File: config.mk
export PLATFORM = sky130hd
export DESIGN_NAME = quad_encoder_gen_flat
export DESIGN_NICKNAME = d
export VERILOG_FILES = /design/src/rtl/quad_encoder_gen_pkg.sv /design/src/rtl/quad_encoder_gen_if.sv /design/src/rtl/quad_encoder_gen_step_timer.sv /design/src/rtl/quad_encoder_gen.sv /design/src/flat_wrapper.sv
export SDC_FILE = /design/constraint.sdc
export NUM_CORES = 1
export LEC_CHECK = 0
export ABC_AREA = 1
export CORE_ASPECT_RATIO = 0.7
export CORE_MARGIN = 1
export CORE_UTILIZATION = 40
export CTS_CLUSTER_DIAMETER = 200
export CTS_CLUSTER_SIZE = 40
export DETAILED_ROUTE_END_ITERATION = 8
export PLACE_DENSITY = 0.73
export SLEW_MARGIN = 30
export SYNTH_ARGS = -nofsm -noshare
export SYNTH_HDL_FRONTEND = slang
export SYNTH_SLANG_ARGS = --single-unit
File: constraint.sdc
create_clock -name clk_sys -period 2.1 [get_ports clk_sys]
set_input_delay 0.63 -clock clk_sys [delete_from_list [all_inputs] [get_ports clk_sys]]
set_output_delay 0.63 -clock clk_sys [all_outputs]
set_load 0.005 [all_outputs]
File: src/rtl/quad_encoder_gen_pkg.sv
// Shared motor-encoder constants: FSM encodings, Gray next-phase tables, default widths.
// Also imported by the quadrature decoder so both ends agree on the phase order.
package quad_encoder_gen_pkg;

  localparam int PERIOD_W_DEF = 16;
  localparam int COUNT_W_DEF  = 16;

  typedef enum logic [0:0] {
    ST_IDLE = 1'b0,
    ST_RUN  = 1'b1
  } enc_state_e;

  // Phase as {A,B}.
  typedef logic [1:0] ab_t;

  // Next phase indexed by the current {A,B}.
  // Forward 00->10->11->01->00, reverse 00->01->11->10->00.
  localparam ab_t GRAY_FWD [4] = '{2'b10, 2'b00, 2'b11, 2'b01};
  localparam ab_t GRAY_REV [4] = '{2'b01, 2'b11, 2'b00, 2'b10};

  function automatic ab_t gray_next(input ab_t cur, input logic fwd);
    return fwd ? GRAY_FWD[cur] : GRAY_REV[cur];
  endfunction

endpackage

File: src/rtl/quad_encoder_gen_if.sv
// Control and encoder-output bundle of the quadrature encoder generator.
// The master drives the run request; the slave (the generator) drives A/B and status.
interface quad_encoder_gen_if
  import quad_encoder_gen_pkg::*;
#(
  parameter int PERIOD_W = PERIOD_W_DEF,
  parameter int COUNT_W  = COUNT_W_DEF
);

  logic                start;
  logic                abort;
  logic                dir;
  logic [PERIOD_W-1:0] step_ticks;
  logic [COUNT_W-1:0]  cycles;
  logic                A;
  logic                B;
  logic                busy;
  logic                done;
  logic [COUNT_W-1:0]  pos;

  modport master (
    output start, abort, dir, step_ticks, cycles,
    input  A, B, busy, done, pos
  );

  modport slave (
    input  start, abort, dir, step_ticks, cycles,
    output A, B, busy, done, pos
  );

endinterface

File: src/rtl/quad_encoder_gen_step_timer.sv
// Loadable edge-spacing down-counter. o_expire is high during the last cycle of a
// loaded interval, so a reload on o_expire yields an event every load_val cycles.
module step_timer #(
  parameter int PERIOD_W = 16
) (
  input  logic                clk_sys,
  input  logic                rst_n,
  input  logic                i_reload,
  input  logic [PERIOD_W-1:0] i_load_val,
  output logic                o_expire
);

  logic [PERIOD_W-1:0] r_cnt;

  // NOTE: state is updated only with non-blocking assignments and the reset is
  // sampled on the clock edge, so every register here is a plain synchronous flop.
  always_ff @(posedge clk_sys) begin
    if (!rst_n) begin
      r_cnt <= '0;
    end else if (i_reload) begin
      r_cnt <= i_load_val;
    end else if (r_cnt != '0) begin
      r_cnt <= r_cnt - PERIOD_W'(1);
    end
  end

  assign o_expire = (r_cnt == PERIOD_W'(1));

endmodule

File: src/rtl/quad_encoder_gen.sv
// Quadrature encoder generator: emits 4*cycles Gray-coded A/B edges spaced step_ticks
// apart, tracking a signed edge position. Phase and position persist across runs.
module quad_encoder_gen
  import quad_encoder_gen_pkg::*;
#(
  parameter int PERIOD_W = PERIOD_W_DEF,
  parameter int COUNT_W  = COUNT_W_DEF
) (
  input logic               clk_sys,
  input logic               rst_n,
  quad_encoder_gen_if.slave bus
);

  localparam int BUDGET_W = COUNT_W + 2;

  enc_state_e          r_state;
  enc_state_e          w_state_nxt;
  logic                r_dir;
  logic [PERIOD_W-1:0] r_step;
  logic [BUDGET_W-1:0] r_budget;
  ab_t                 r_ab;
  logic [COUNT_W-1:0]  r_pos;
  logic                r_done;

  logic                w_go;
  logic                w_edge;
  logic                w_last;
  logic                w_done_nxt;
  logic                w_tmr_reload;
  logic [PERIOD_W-1:0] w_tmr_val;
  logic [PERIOD_W-1:0] w_step_eff;
  logic                w_expire;

  assign w_step_eff = (bus.step_ticks == '0) ? PERIOD_W'(1) : bus.step_ticks;

  step_timer #(
    .PERIOD_W (PERIOD_W)
  ) u_step_timer (
    .clk_sys    (clk_sys),
    .rst_n      (rst_n),
    .i_reload   (w_tmr_reload),
    .i_load_val (w_tmr_val),
    .o_expire   (w_expire)
  );

  always_ff @(posedge clk_sys) begin
    if (!rst_n) begin
      r_state <= ST_IDLE;
    end else begin
      r_state <= w_state_nxt;
    end
  end

  // NOTE: every signal assigned in this block gets a default first, so no path
  // leaves one unassigned and no latch is inferred.
  always_comb begin
    w_state_nxt  = r_state;
    w_go         = 1'b0;
    w_edge       = 1'b0;
    w_last       = 1'b0;
    w_done_nxt   = 1'b0;
    w_tmr_reload = 1'b0;
    w_tmr_val    = '0;
    unique case (r_state)
      ST_IDLE: begin
        // Hold the timer cleared while idle; arm it with the spacing on start.
        w_tmr_reload = 1'b1;
        if (bus.start && !bus.abort) begin
          w_go        = 1'b1;
          w_state_nxt = ST_RUN;
          w_tmr_val   = w_step_eff;
        end
      end
      ST_RUN: begin
        w_edge = w_expire && (r_budget != '0);
        w_last = (r_budget == '0) || (w_edge && (r_budget == BUDGET_W'(1)));
        if (bus.abort || w_last) begin
          // A coincident edge is still emitted; abort only suppresses done.
          w_state_nxt  = ST_IDLE;
          w_done_nxt   = !bus.abort;
          w_tmr_reload = 1'b1;
        end else if (w_edge) begin
          w_tmr_reload = 1'b1;
          w_tmr_val    = r_step;
        end
      end
      default: begin
        w_state_nxt = ST_IDLE;
      end
    endcase
  end

  always_ff @(posedge clk_sys) begin
    if (!rst_n) begin
      r_dir    <= 1'b0;
      r_step   <= '0;
      r_budget <= '0;
      r_ab     <= 2'b00;
      r_pos    <= '0;
      r_done   <= 1'b0;
    end else begin
      r_done <= w_done_nxt;
      if (w_go) begin
        r_dir    <= bus.dir;
        r_step   <= w_step_eff;
        r_budget <= {bus.cycles, 2'b00};
      end
      if (w_edge) begin
        r_ab     <= gray_next(r_ab, r_dir);
        r_pos    <= r_dir ? (r_pos + COUNT_W'(1)) : (r_pos - COUNT_W'(1));
        r_budget <= r_budget - BUDGET_W'(1);
      end
    end
  end

  assign bus.A    = r_ab[1];
  assign bus.B    = r_ab[0];
  assign bus.busy = (r_state == ST_RUN);
  assign bus.done = r_done;
  assign bus.pos  = r_pos;

endmodule

File: src/flat_wrapper.sv
// flat-port wrapper written by rule: the top's interface ports become plain ports
module quad_encoder_gen_flat import quad_encoder_gen_pkg::*;
#(
  parameter int PERIOD_W = PERIOD_W_DEF,
  parameter int COUNT_W  = COUNT_W_DEF
)
  (clk_sys, rst_n, bus_start, bus_abort, bus_dir, bus_step_ticks, bus_cycles, bus_A, bus_B, bus_busy, bus_done, bus_pos);
  quad_encoder_gen_if #(.PERIOD_W(PERIOD_W), .COUNT_W(COUNT_W)) bus_i ();
  input logic clk_sys;
  input logic rst_n;
  input wire logic [$bits(bus_i.start)-1:0] bus_start;
  input wire logic [$bits(bus_i.abort)-1:0] bus_abort;
  input wire logic [$bits(bus_i.dir)-1:0] bus_dir;
  input wire logic [$bits(bus_i.step_ticks)-1:0] bus_step_ticks;
  input wire logic [$bits(bus_i.cycles)-1:0] bus_cycles;
  output wire logic [$bits(bus_i.A)-1:0] bus_A;
  output wire logic [$bits(bus_i.B)-1:0] bus_B;
  output wire logic [$bits(bus_i.busy)-1:0] bus_busy;
  output wire logic [$bits(bus_i.done)-1:0] bus_done;
  output wire logic [$bits(bus_i.pos)-1:0] bus_pos;
  assign bus_i.start = bus_start;
  assign bus_i.abort = bus_abort;
  assign bus_i.dir = bus_dir;
  assign bus_i.step_ticks = bus_step_ticks;
  assign bus_i.cycles = bus_cycles;
  assign bus_A = bus_i.A;
  assign bus_B = bus_i.B;
  assign bus_busy = bus_i.busy;
  assign bus_done = bus_i.done;
  assign bus_pos = bus_i.pos;
  quad_encoder_gen #(.PERIOD_W(PERIOD_W), .COUNT_W(COUNT_W)) u_core (.clk_sys(clk_sys), .rst_n(rst_n), .bus(bus_i));
endmodule
==> results.md <==
- Status: complete, no violations
- Final Critical Period: between 2 and 2.5 ns
- Initial antenna violation count: 0
- HP Start: u_core.r_step[8]
- Non-Filler Instances: around 920
- FMAX: between 400 and 500 MHz
- Via-per-instance ratio: 4.98
- Num CTS Buffers: 9
- Drc violations: 0
- Reg-to-reg endpoint: u_core.bus.pos[15]
- IO Port Bufs: 56
- Layout cell share with drive strength beyond 1: a little over 10%
- TritonCTS clock tree: yes
- Worst-Skew Late Latency: around 0.33 ns
- Hold WS: between 0.4 and 0.5 ns
- I/O Pins: 57
- Skew final: between 0.004 and 0.005 ns
- Core ar.: 11000 sq um
- Cells on worst reg2reg path: 11
- Post-route ant nets: 0
- Critical path class: reg2reg
- Worst EP arrival: ~2.3 ns
- Worst slew pin tran: a little over 0.4 ns
- Total power: approximately 4 mW
- Worst r2r src: u_core.r_dir
- Total Die Area: 11700 sq um
- CP peak stage delay: 0.35 ns
- Area Overhead vs Synth: 28.1%
- Crit path launch: u_core.r_dir
- Total track usage: between 20% and 30%
- Worst path required time: approximately 2.4 ns
- Setup violators final: 0
- Synthesized net count: 750
- CP Launch Type: register
- Final worst-path cycle share: a little over nine tenths
- Post-synth EDFFs: 0
- Cell-internal power: roughly 2.9 mW
- # H-tree levels: 3
- Die height: between 90 and 100 microns
- FF-to-FF setup slack: between 0.07 and 0.08 ns
- First-pass GRT wire length: approximately 20000 microns
- GR Overflow Total: 0
- Final Slew Violations: 0
- Switching share of power: 28.4%
- Async S/R FF share, synth: 0%
- Post-synthesis sequential area ratio: a little under a third
- Logic gate share of total power: 20.6%
- Post-synthesis register bit count: a little over 70
- Ant. Diodes: 0
- Worst Hold Path EP: u_core.r_step[8]
- Reg power frac: 35.6%
- Max FO, Critical Path: 6
- # rows: 32
- Hold Path Class: reg2reg
- VDD IR-drop max: between 0.4 and 0.5 mV
- Fin. Hold Viols: 0
- Fin nets: approximately 800
- Synth warn: 0
- Max cap viols: 0
- Cell Pwr Density: about 700 nW/um^2
- Leakage: ~2.6 nW
- Cells on Worst Hold Path: 2
- Vias in the first global route: 4071
- Root buffer cell: clkbuf_16
- Mean Syn Cell Area: roughly 6.5 sq um
- Clock Power Share: a little over two fifths
- Largest net degree at the start of global routing: 45
- Hold buffer count at cts: 0
- Library cells used by synthesis: 36
- Wirelength per Cell: 13.3 microns
- Rel. slew slack: 73.0%
- Dpl cells: 902
- Routed Wire Length: between 10000 and 15000 microns
- Mapped Cells: roughly 690
- Crit. End Element: register
- HPWL after detailed placement: 8790 microns
- Final GP Congestion: 0.919
- Mapped Area: between 4000 and 5000 sq um
- CP Cell Sequence: clkinvlp_4 > buf_12 > buf_4 > ha_1 > a21oi_2 > o21ai_0 > a21oi_1 > nand3_1 > nand2_1 > nand2_1 > a21oi_1
- Max Root-Sink Buffers: 2
- Die width: about 130 microns
- Clock sinks: 71
- Drt pass-1 iters: 5
- Clock-pin transition on the worst setup and hold timing paths: roughly 0.060 ns
- Worst path slowest cell: dfxtp_2
- DR vias: about 4600
- DRT iter0 DRCs: around 400
- Initial Util: 41.1%
- Top_reg_cell synth: dfxtp_1
- P_sw: 1.15 mW
## through the flow
stage / utilization [%] / cell area, sq um / TNS [ns] / worst slack (ns)
6_report: 52.6 / 5770 / 0 / 0.0775
5_1_grt: 52.6 / 5770 / -0.0349 / -0.0349
4_1_cts: 51.7 / 5680 / 0 / 0.0557
3_5_place_dp: 48.6 / 5330 / 0 / 0.0115
3_3_place_gp: 48.6 / 5330 / 0 / 0.0799
2_1_floorplan: - / 4510 / 0 / 0.206
## routing by layer
metal | up-vias | GRT usage [%] | wire length, microns
met1 | 2079 | 33.9 | 6410
met4 | 0 | 4.80 | 116
li1 | 2382 | - | -
met5 | - | 0 | 0
met3 | 10 | 4.92 | 803
met2 | 126 | 30.5 | 4900
## state kept, by name, summed over array words and instances, names as in the netlist
register                   cells
u_core.r_budget               18
u_core.bus.busy                1
u_core.r_dir                   1
u_core.bus.done                1
u_core.bus.pos                16
u_core.r_step                 16
u_core.u_step_timer.r_cnt     16
u_core.r_ab                    2
## cells by family (layout without fill, tap and decap cells)
group | Yosys count | in the layout | synth area share (%)
AO/OA/AOI/OAI | 110 | 110 | 12.8
XOR/XNOR | 34 | 34 | 6.61
adder cells (fa/ha/maj) | 20 | 20 | 5.72
buffers and inverters | 85 | 162 | 7.94
flip-flops | 71 | 71 | 31.5
AND/OR/NAND/NOR | 373 | 373 | 35.4
## worst max-delay path, delay by kind of cell (launching register included)
family	cells	cell delay (ns)
fa+ha+maj	1	0.35
simple gates	3	0.23
compound gates	4	0.63
flops	1	0.35
buf+inv	3	0.39
## power groups by stage
stage	logic [mW]	registers, mW	clock network (mW)
floorplan	0.553	1.46	0
finish	0.836	1.44	1.77
CTS	0.806	1.44	1.80
global placement	0.796	1.47	0
detailed placement	0.799	1.47	0
global route	0.935	1.45	1.87
## cell usage after synthesis, types with 5 or more instances
library cell	instances	area share (%)
a21oi_1	60	6.7
buf_2	5	0.56
clkbuf_1	10	0.83
dfxtp_1	71	32
ha_1	19	5.3
inv_1	59	4.9
nand2_1	192	16
nand3_1	44	4.9
nand4_1	5	0.69
nor2_1	97	8.1
nor2_2	7	0.97
nor2_4	5	1.2
nor3_1	9	1.0
o21ai_0	34	3.8
xnor2_1	16	3.1
xor2_1	18	3.5
## worst max-delay path by stage
stage	slack (ns)	to	cells after the start
after floorplan	0.21	u_core.bus.pos[6]	9
after global placement	0.08	u_core.u_step_timer.r_cnt[12]	11
after detailed placement	0.01	u_core.r_budget[4]	9
after CTS	0.06	u_core.bus.pos[15]	10
after global routing	-0.03	u_core.bus.pos[15]	11
final	0.08	u_core.bus.pos[15]	11
## layout make-up
cell class	instances	area, sq um
multi-input combinational	537	2750
timing repair buffer	83	815
tap	153	191
clock inverter	7	121
clock buffer	9	225
sequential	71	1420
fill	1093	5200
inverter	63	250
## layout by cell type, fill, tap and decap left out, drive strengths merged
cell / count
nor3: 9
clkinv: 4
o31ai: 1
o211ai: 4
or2: 4
a21oi: 60
nand3: 47
ha: 19
clkbuf: 9
clkdlybuf4s50: 56
buf: 27
clkinvlp: 1
nand4: 5
nor2: 109
xnor2: 16
xor2: 18
a21boi: 1
dfxtp: 71
nand2: 196
inv: 62
fa: 1
a31oi: 4
bufinv: 3
a21o: 1
o21ai: 38
nor4: 1
and2: 1
a22oi: 1
nand3b: 1
## repair_timing
action | 4_1_cts | 5_1_grt
buffers inserted | 0 | 5
setup endpoints to repair | 0 | 34
gates resized for setup | 0 | 13
No activity file was read; power rests on OpenSTA's default activity.
